===== src/rtl/audio_adc_deserializer.sv =====
// WM8731 ADC serial stream to parallel left/right sample pairs.
// Pins are synchronized into iCLK; one pair per LRCK frame, single-entry output.
module audio_adc_deserializer #(
    parameter int DATA_WIDTH = 16,
    parameter bit I2S_MODE   = 1'b1
) (
    input  logic                  iCLK,
    input  logic                  iRST,
    input  logic                  iAUD_BCLK,
    input  logic                  iAUD_ADCLRCK,
    input  logic                  iAUD_ADCDAT,
    output logic [DATA_WIDTH-1:0] oLEFT,
    output logic [DATA_WIDTH-1:0] oRIGHT,
    output logic                  oVALID,
    input  logic                  iREADY,
    output logic                  oOVERRUN,
    output logic                  oFRAME_ERR
);

    localparam int CW = $clog2(DATA_WIDTH + 1);

    typedef enum logic [1:0] {
        WAIT_SYNC,
        DELAY,
        SHIFT,
        HOLD
    } state_t;

    state_t state, state_n;

    logic [2:0] bclk_q;
    logic [2:0] lrck_q;
    logic [1:0] dat_q;

    logic bclk_rise;
    logic lrck_edge;
    logic left_start;
    logic bit_in;

    logic [CW-1:0]         count;
    logic [DATA_WIDTH-2:0] shreg;
    logic [DATA_WIDTH-1:0] shifted;
    logic [DATA_WIDTH-1:0] left_hold;
    logic                  chan;
    logic                  pair_bad;

    logic start;
    logic take_bit;
    logic short_word;
    logic word_done;
    logic new_left;
    logic pair_complete;

    // Pin pipeline is left unreset so history stays true to the pins
    // and a reset cannot fabricate an LRCK edge.
    always_ff @(posedge iCLK) begin
        bclk_q <= {bclk_q[1:0], iAUD_BCLK};
        lrck_q <= {lrck_q[1:0], iAUD_ADCLRCK};
        dat_q  <= {dat_q[0], iAUD_ADCDAT};
    end

    assign bclk_rise  = bclk_q[1] & ~bclk_q[2];
    assign lrck_edge  = lrck_q[1] ^ lrck_q[2];
    assign left_start = lrck_edge && (lrck_q[1] != I2S_MODE);
    assign bit_in     = dat_q[1];
    assign shifted    = {shreg, bit_in};

    always_ff @(posedge iCLK) begin
        if (iRST) begin
            state <= WAIT_SYNC;
        end else begin
            state <= state_n;
        end
    end

    always_comb begin
        state_n = state;
        unique case (state)
            WAIT_SYNC: begin
                if (left_start) begin
                    state_n = (I2S_MODE && !bclk_rise) ? DELAY : SHIFT;
                end
            end
            DELAY, SHIFT, HOLD: begin
                if (lrck_edge) begin
                    state_n = (I2S_MODE && !bclk_rise) ? DELAY : SHIFT;
                end else if (state == DELAY && bclk_rise) begin
                    state_n = SHIFT;
                end else if (word_done) begin
                    state_n = HOLD;
                end
            end
            default: state_n = WAIT_SYNC;
        endcase
    end

    // A bit coinciding with an LRCK edge belongs to the new channel.
    always_comb begin
        start      = (state == WAIT_SYNC) ? left_start : lrck_edge;
        take_bit   = bclk_rise &&
                     ((state == SHIFT && !lrck_edge) || (start && !I2S_MODE));
        short_word = lrck_edge && (state == SHIFT) &&
                     (count < CW'(DATA_WIDTH));
        word_done  = take_bit && !start &&
                     (count == CW'(DATA_WIDTH - 1));
        new_left   = (state == WAIT_SYNC) || chan;
    end

    assign pair_complete = word_done && chan && !pair_bad;

    always_ff @(posedge iCLK) begin
        if (iRST) begin
            count     <= '0;
            shreg     <= '0;
            chan      <= 1'b0;
            left_hold <= '0;
            pair_bad  <= 1'b0;
        end else if (start) begin
            chan  <= !new_left;
            count <= take_bit ? CW'(1) : '0;
            shreg <= take_bit ? (DATA_WIDTH-1)'(bit_in) : '0;
            if (new_left) begin
                pair_bad <= 1'b0;
            end else if (short_word) begin
                pair_bad <= 1'b1;
            end
        end else if (take_bit) begin
            shreg <= shifted[DATA_WIDTH-2:0];
            count <= count + CW'(1);
            if (word_done && !chan) begin
                left_hold <= shifted;
            end
        end
    end

    always_ff @(posedge iCLK) begin
        if (iRST) begin
            oLEFT      <= '0;
            oRIGHT     <= '0;
            oVALID     <= 1'b0;
            oOVERRUN   <= 1'b0;
            oFRAME_ERR <= 1'b0;
        end else begin
            oFRAME_ERR <= short_word;
            if (pair_complete) begin
                oLEFT  <= left_hold;
                oRIGHT <= shifted;
                oVALID <= 1'b1;
                if (oVALID && !iREADY) begin
                    oOVERRUN <= 1'b1;
                end
            end else if (oVALID && iREADY) begin
                oVALID <= 1'b0;
            end
        end
    end

endmodule


===== config.mk =====
export PLATFORM = sky130hd
export DESIGN_NAME = audio_adc_deserializer
export DESIGN_NICKNAME = d
export VERILOG_FILES = /design/src/rtl/audio_adc_deserializer.sv
export SDC_FILE = /design/constraint.sdc
export NUM_CORES = 1
export LEC_CHECK = 0
export BUFFER_PORTS_ARGS = -buffer_cell sky130_fd_sc_hd__buf_4
export CORE_ASPECT_RATIO = 0.8
export CORE_UTILIZATION = 57
export CTS_BUF_LIST = sky130_fd_sc_hd__clkbuf_2
export DETAILED_ROUTE_END_ITERATION = 16
export GPL_ROUTABILITY_DRIVEN = 0
export GPL_TIMING_DRIVEN = 0
export PLACE_DENSITY = 0.79
export SLEW_MARGIN = 0
export SYNTH_ARGS = -nofsm -noshare
export SYNTH_HDL_FRONTEND = slang
export SYNTH_SLANG_ARGS = --single-unit

===== constraint.sdc =====
create_clock -name iCLK -period 2.12 [get_ports iCLK]
set_input_delay 0.424 -clock iCLK [delete_from_list [all_inputs] [get_ports iCLK]]
set_output_delay 0.424 -clock iCLK [all_outputs]
set_load 0.02 [all_outputs]

# [Word level (Yosys, flattened, before mapping)]
# Index checks and enable logic that the tools add are counted.
[classes] n_mux=17 n_bitwise=5 n_addsub=1 mul=0 n_eq_ne=6 n_shift=0 div=0 reduce_logical=29 magnitude_cmp=1
[ops] cell="$mux 15" count=2
[ops] cell="$logic_and 1x1->1" count=13
[ops] cell="$mux 2" count=5
[ops] cell="$mux 5" count=2
[ops] cell="$mux 1" count=7
[ops] cell="$logic_not 1->1" count=6
[ops] cell="$reduce_and 2->1" count=3
[ops] cell="$reduce_bool 2->1" count=3
[ops] cell="$add 5x1->5 const B" count=1
[ops] cell="$eq 5x4->1 const B" count=1
[ops] cell="$lt 5x5->1 const B" count=1
[ops] cell="$eq 2x2->1 const B" count=2
[ops] cell="$ne 4x4->1 const B" count=1
[ops] cell="$pmux 2 s2" count=1
[ops] cell="$not 1->1" count=3
[ops] cell="$reduce_and 3->1" count=1
[ops] cell="$reduce_or 3->1" count=1
[ops] cell="$eq 2x1->1 const B" count=1
[ops] cell="$logic_not 2->1" count=1
[ops] cell="$ne 2x2->1 const B" count=1
[ops] cell="$and 1x1->1" count=1
[ops] cell="$logic_or 1x1->1" count=1
[ops] cell="$xor 1x1->1" count=1
[totals] mem_bits_ro=0 word_cells=73 ramBits=0 latch_bits=0 input_bits=6 memories=0 out_inout_bits=35 reg_bits=83

# [Longest topological paths before layout]
# Gate-level depths: netlist of run 1.
[logic_depth] depth_word=10 mapped_depth=8 ltp_nobuf=6

# [Worst setup path after synthesis of run 1]
# No wires, ideal clock.
[synth_timing] path_kind="reg-to-reg" start="reg lrck_q[1]" end="reg count[1]" required_ns=2.055 path_stages_with_launch=9 path_buffers=2 path_slack_ns=0.407 t_arrival_ns=1.647 setup_ns=0.065 period_less_slack_ns=1.713 path_cell_list="dfxtp_1 inv_1 ha_1 buf_4 nand2_1 o211ai_1 buf_2 a22oi_1 nor2_1"
[synth_between] elab_chain_len=5
[synth_rtl] element="start: declaration" line_no="32" text="logic [2:0] lrck_q;"
[synth_rtl] element="start signal: assignment" line_no="58" text="lrck_q <= {lrck_q[1:0], iAUD_ADCLRCK};"
[synth_rtl] element="$xor 1x1->1" line_no="63" text="assign lrck_edge = lrck_q[1] ^ lrck_q[2];"
[synth_rtl] element="$logic_not 1->1" line_no="101" text="((state == SHIFT && !lrck_edge) || (start && !I2S_MODE));"
[synth_rtl] element="$logic_and 1x1->1" line_no="101"
[synth_rtl] element="$logic_and 1x1->1" line_no="100" text="take_bit = bclk_rise &&"
[synth_rtl] element="$reduce_bool 2->1 (no line)"
[synth_rtl] element="end signal: assignment" line_no="120" text="count <= take_bit ? CW'(1) : '0;"
[synth_rtl] element="end signal: assignment" line_no="129" text="count <= count + CW'(1);"
[synth_rtl] element="end: declaration" line_no="40" text="logic [CW-1:0] count;"
# Parallel ways exist; a longest one is shown, timed or not.
# A chain may end at the register's enable or synchronous reset.

# [Worst setup path after layout of run 1]
[layout_timing] start="reg count[0]" end="reg oRIGHT[10]"
[layout_between] elab_chain_len=4
[layout_rtl] element="$eq 5x4->1" line_no="105" text="(count == CW'(DATA_WIDTH - 1));"
[layout_rtl] element="$logic_and 1x1->1" line_no="104" text="word_done = take_bit && !start &&"
[layout_rtl] element="$logic_and 1x1->1 (2 in a row)" line_no="109" text="assign pair_complete = word_done && chan && !pair_bad;"
[layout_rtl] element="end signal: assignment" line_no="147" text="oRIGHT <= shifted;"
[layout_rtl] element="end: declaration" line_no="13" text="output logic [DATA_WIDTH-1:0] oRIGHT,"
# Every way passes these cells.

==> results.ini, run 1 <==
[global_routing]
antenna_found_initial=0
grt_max_degree=15
grt_usage_pct=23.2
grt_pass1_wl_um=9960
grt_overflow_total=0
grt_pass1_vias=2025

[timing]
period_needed_ns=1.86
rsz0062_at_grt=no
max_freq_mhz=539
drv_slew=0
setup_viol=0
hold_viol=0
tightest_slew_ns=0.745
fin_setup_tns_ns=0
worst_clock_skew_ns=0.0289
period_share_pct=87.6
slew_headroom_pct=50.3

[worst_setup_path]
r2r_end=oRIGHT[10]
r2r-start=count[0]
ff2ff_setup_slack_ns=0.26
ff2ff_path_depth=8
required_ns=2.58
cp-end-kind=flip-flop
start_kind=flip-flop
arrival_ns=2.32
critPathKind=flip-flop to flip-flop
path_max_fanout=10

[clock_tree]
cts_tree=yes
cts.htree.levels=3
insertion_delay_ns=0.52
clk_path_buf_depth=2
cts_buffers=9
path_clk_slew_ns=0.21
root_buffer=clkbuf_2
numClockSinks=83

[floorplan]
initial_core_util_pct=60.7
die-area_sq_um=5790
placeableCoreArea_sq_um=5150
num_rows=23
die_width_um=84.8
num_io_pins=41
dieHeight_um=68.3

[min_path]
hold_class=primary input to flip-flop
holdPathStages=3
min_from=iREADY
hold_end=oVALID

[layout]
utilization_pct=71.0
fill_cells=428
final_area_sq_um=3660
drive_gt1_share_pct=32.0
syn2layout_area_growth_pct=17.0
nets=382
antenna_cells=0

[power]
p_per_area_nw_per_um2=680
p_leak_nw=1.49
seqPwrFrac_pct=63.7
p_int_mw=1.88
switchingPower_uw=607
pwr-share-clk_pct=32.1
sw_frac_of_total_pct=24.4
irDropWorstVdd_mv=0.412
combinationalPowerShare_pct=4.2
power.total_mw=2.49

[synth]
ys_seq_area_share_pct=53.1
synth_area_sq_um=3130
ys.flop_type=dfxtp_1
yosys_warnings=0
ys_seq_elements=83
ys_types=38
syn-num-nets=327
syn_inst=318
avgSynthCellArea_sq_um=9.84
synthArstFlopShare_pct=0
synth_enable_flop_cells=0

[placed_design]
hpwlAfterDp_um=4300
placed_area_sq_um=3500
portBuffers=39

[status]
status=finished, final reports clean

[drt]
drc=0
num_vias=2324
ant_nets=0
routed_wl_um=6130
routedWlPerCell_um=13.9
vias_per_cell=5.28
drtPass1Iterations=6
drt-initial-drc-count=91

[flow_run]
cap_violations=0

==> final cells by class <==
| class | count | area [sq um] | share of cell area [%] |
|---|---|---|---|
| flip-flops and latches | 83 | 1660 | 45.4 |
| multi-input cells | 209 | 1300 | 35.5 |
| repair buffers | 44 | 338 | 9.23 |
| plain buffers | 21 | 151 | 4.14 |
| well taps | 62 | 77.6 | 2.12 |
| clock inverters | 7 | 68.8 | 1.88 |
| clock buffers | 9 | 45.0 | 1.23 |
| inverters | 5 | 18.8 | 0.513 |
==> per-stage QoR <==
stage,worst slack (ns),cells,hold slack [ns]
finish,0.263,440,0.176
global route,0.102,440,0.128
CTS,0.111,439,0.131
detailed placement,0.00132,419,0.314
global placement,0.0515,419,0.311
floorplan,0.407,318,0.310
==> worst max-delay path, cell delays in order, from the launching register on <==
cell      delay, ns
dfxtp_1        0.38
ha_1           0.21
and3_1         0.20
ha_1           0.25
nand4_1        0.10
buf_4          0.16
clkbuf_2       0.26
nand2_1        0.12
a21oi_2        0.13
==> repair_timing <==
action,CTS,global route
setup endpoints to repair,11,13
buffers inserted,1,1
pin swaps,1,1
cloned,0,0
hold buffers,3,0
endpoints found under the hold margin,3,0
gates resized for setup,1,0
==> state kept, by name, indices dropped and copies added (netlist names) <==
name and flops:
left_hold 16, oVALID 1, count 5, oOVERRUN 1
lrck_q 3, chan 1, oLEFT 16, pair_bad 1
oRIGHT 16, shreg 15, bclk_q 3, oFRAME_ERR 1
state 2, dat_q 2
==> kinds of logic after synthesis <==
logic type / after synthesis / share of synthesized area [%]
flip-flops: 83 / 53.1
AND/OR/NAND/NOR: 124 / 18.6
adder cells (fa/ha/maj): 3 / 1.20
AO/OA/AOI/OAI: 63 / 15.7
multiplexers: 16 / 5.12
XOR/XNOR: 3 / 0.840
buffers and inverters: 26 / 5.40
==> cells in the final DEF (no fill, tap or decap), types with 3 or more instances in the layout <==
master,synthesis,final
xor2_1,3,3
a21oi_2,30,30
inv_1,5,5
clkbuf_1,8,7
a21oi_1,5,5
mux2i_1,16,16
ha_1,3,3
buf_2,4,4
a22oi_1,17,17
nand2_1,48,48
nor2_1,37,37
dfxtp_1,83,83
nand2_2,20,20
buf_6,3,3
clkinv_4,0,3
dlygate4sd3_1,0,3
nand3_1,3,3
buf_4,3,44
nor2b_1,3,3
o21ai_0,4,4
clkbuf_2,0,10
==> Yosys cell counts, types with 2 or more instances <==
master     n  area (sq um)
nor2_1    37           139
nor2b_1    3          18.8
ha_1       3          37.5
clkbuf_1   8          30.0
nand2b_1   2          12.5
dfxtp_1   83          1660
inv_1      5          18.8
and3_1     2          12.5
nand2_1   48           180
buf_2      4          20.0
a22oi_1   17           128
o21ai_0    4          20.0
buf_4      3          22.5
buf_12     2          40.0
nand3_1    3          15.0
a21oi_1    5          25.0
nand2_2   20           125
buf_6      3          33.8
xor2_1     3          26.3
mux2i_1   16           160
a21oi_2   30           263
==> routing by layer <==
layer | up-vias | wire [um] | part of all wire, % | track usage (%)
met2 | 49 | 2830 | 46 | 37.1
met3 | 7 | 283 | 4.6 | 7.60
li1 | 1183 | - | - | -
met1 | 1085 | 2960 | 48 | 30.6
met5 | - | 0 | 0 | 0
met4 | 0 | 56 | 0.91 | 6.36
==> power groups by stage <==
stage	Combinational, mW	Clock (mW)	Sequential [mW]
floorplan	0.0693	0	1.61
global placement	0.0948	0	1.62
detailed placement	0.0959	0	1.62
CTS	0.104	0.823	1.59
global route	0.116	0.889	1.59
finish	0.105	0.799	1.59
==> worst max path at each step <==
stage / startpoint / endpoint / slack (ns) / cells past startpoint
floorplan: lrck_q[1] / count[1] / 0.41 / 8
detailed placement: lrck_q[1] / shreg[8] / 0.001 / 8
finish: count[0] / oRIGHT[10] / 0.26 / 8
CTS: count[0] / oRIGHT[10] / 0.11 / 7
global placement: lrck_q[1] / count[1] / 0.05 / 8
global route: count[1] / left_hold[10] / 0.10 / 7
(Power assumes the default switching activity.)
==> run 2: changes to the inputs <==
CORE_UTILIZATION = 60   (was 57)
PLACE_DENSITY = 0.82   (was 0.79)
clock period = 2.33 ns   (was 2.12 ns; I/O delays follow)
==> results.ini, run 2 (synthesis results as in run 1) <==
[worst_setup_path]
r2r_end=oRIGHT[13]
path_max_fanout=10  ; unchanged
ff2ff_path_depth=7  ; -1
required_ns=2.78  ; +0.20 ns
r2r-start=count[0]
cp-end-kind=flip-flop
start_kind=flip-flop
ff2ff_setup_slack_ns=0.19  ; -0.07 ns
critPathKind=flip-flop to flip-flop
arrival_ns=2.59  ; +0.27 ns

[clock_tree]
cts_resized=0  ; -1
cts.htree.levels=3  ; unchanged
numClockSinks=83  ; unchanged
root_buffer=clkbuf_2
path_clk_slew_ns=0.19  ; -0.02 ns
cts_tree=yes
insertion_delay_ns=0.51  ; about the same
clk_path_buf_depth=2  ; unchanged
cts_buffers=9  ; unchanged

[power]
seqPwrFrac_pct=59.0  ; -4.7 points
combinationalPowerShare_pct=3.7  ; -0.5 points
switchingPower_uw=522  ; -14%
pwr-share-clk_pct=37.3  ; +5.2 points
p_int_mw=1.92  ; +2.2%
p_per_area_nw_per_um2=664  ; -2.4%
sw_frac_of_total_pct=21.3  ; -3.1 points
irDropWorstVdd_mv=0.451  ; +9.4%
p_leak_nw=1.49  ; +0.38%

[min_path]
holdPathStages=3  ; unchanged
hold_end=oVALID
min_from=iREADY
hold_class=primary input to flip-flop

[floorplan]
num_rows=23  ; unchanged
initial_core_util_pct=62.5  ; +1.7 points
die-area_sq_um=5510  ; -4.9%
num_io_pins=41  ; unchanged
die_width_um=82.7  ; -2.5%
dieHeight_um=66.6  ; -2.5%
placeableCoreArea_sq_um=5010  ; -2.8%

[timing]
period_needed_ns=2.14  ; +0.284 ns
rsz0062_at_grt=no
fin_ws_ns=0.189  ; -0.0743 ns
period_share_pct=91.9  ; +4.3 points
tightest_slew_ns=0.748  ; +0.00308 ns
max_freq_mhz=467  ; -13%
setup_viol=0  ; unchanged
fin_setup_tns_ns=0  ; unchanged
drv_slew=0  ; unchanged
worst_clock_skew_ns=0.0157  ; -0.0132 ns
slew_headroom_pct=50.1  ; -0.21 points
hold_viol=0  ; unchanged

[layout]
largestRegisters=left_hold x16, oLEFT x16, oRIGHT x16
drive_gt1_share_pct=31.7  ; -0.28 points
layout_common_cells=dfxtp_1 (83), nand2_1 (48), buf_4 (42), nor2_1 (37), a21oi_2 (30)
antenna_cells=0  ; unchanged
fill_cells=388  ; -9.3%
final_area_sq_um=3680  ; +0.62%
nets=380  ; -0.52%
layout_commonest_cell=dfxtp_1
syn2layout_area_growth_pct=17.7

[global_routing]
antenna_found_initial=0  ; unchanged
grt_usage_pct=23.5  ; +0.31 points
grt_max_degree=14  ; -1
grt_overflow_total=0  ; unchanged
grt_pass1_wl_um=9360  ; -6.1%
grt_pass1_vias=1920  ; -5.2%

[placed_design]
portBuffers=39  ; unchanged
hpwlAfterDp_um=4130  ; -4.0%
post-place-ws_ns=0.252  ; +0.250 ns
placed_area_sq_um=3500  ; unchanged

[drt]
drt-initial-drc-count=216  ; +140%
routed_wl_um=5910  ; -3.5%
num_vias=2339  ; +0.65%
drtPass1Iterations=4  ; -2
routedWlPerCell_um=13.5  ; -2.9%
vias_per_cell=5.35  ; +1.3%
drc=0  ; unchanged
ant_nets=0  ; unchanged

[flow_run]
cap_violations=0  ; unchanged

[status]
status=finished, final reports clean

[run 2: per-layer routing]
layer	wire, um	track usage, %	vias up
met5	0	0	-
met4	51	5.82	0
met3	324	9.32	6
met2	2610	33.7	63
met1	2920	32.8	1092
li1	-	-	1178
[run 2: area by class of cell]
class	instances	area (sq um)	area share (%)
Clock inverter	5	103	2.79
Timing Repair Buffer	42	323	8.77
Buffer	21	150	4.08
Clock buffer	10	50.0	1.36
Multi-Input combinational cell	209	1300	35.2
Tap cell	62	77.6	2.11
Sequential cell	83	1660	45.1
Inverter	5	18.8	0.510
[run 2: per-stage QoR]
stage	instances	hold slack [ns]	power [mW]	util, %
after floorplan	318	0.310	1.53	-
after global placement	419	0.311	1.56	69.9
after detailed placement	419	0.312	1.56	69.9
after CTS	434	0.00392	2.46	72.9
after global routing	437	0.207	2.54	73.5
final	437	0.239	2.44	73.5
[run 2: worst max-delay path, cell delays in order (launching register included)]
cell	delay (ns)
dfxtp_1	0.37
ha_1	0.21
and3_1	0.20
ha_1	0.26
nand4_1	0.29
clkbuf_1	0.46
nand2_1	0.15
a21oi_2	0.15
[run 2: timing repair]
item	in CTS	in global routing
hold buffers	0	3
endpoints found under the hold margin	0	3
buffers inserted	0	0
[run 2: worst max path at each step]
stage          startpoint         end  slack (ns)  cells past startpoint
2_1_floorplan   lrck_q[1]    count[1]        0.62                      8
3_3_place_gp    lrck_q[1]    count[1]        0.29                      8
3_5_place_dp     count[0]  oRIGHT[13]        0.25                      7
4_1_cts         lrck_q[1]   shreg[13]        0.20                      8
5_1_grt         lrck_q[1]    shreg[9]        0.03                      8
6_report         count[0]  oRIGHT[13]        0.19                      7
[run 2: power groups by stage]
| stage | registers [mW] | clock network, mW | logic (mW) |
|---|---|---|---|
| floorplan | 1.47 | 0 | 0.0630 |
| global placement | 1.47 | 0 | 0.0857 |
| detailed placement | 1.47 | 0 | 0.0870 |
| CTS | 1.44 | 0.927 | 0.0872 |
| global route | 1.45 | 0.993 | 0.0992 |
| finish | 1.44 | 0.912 | 0.0912 |
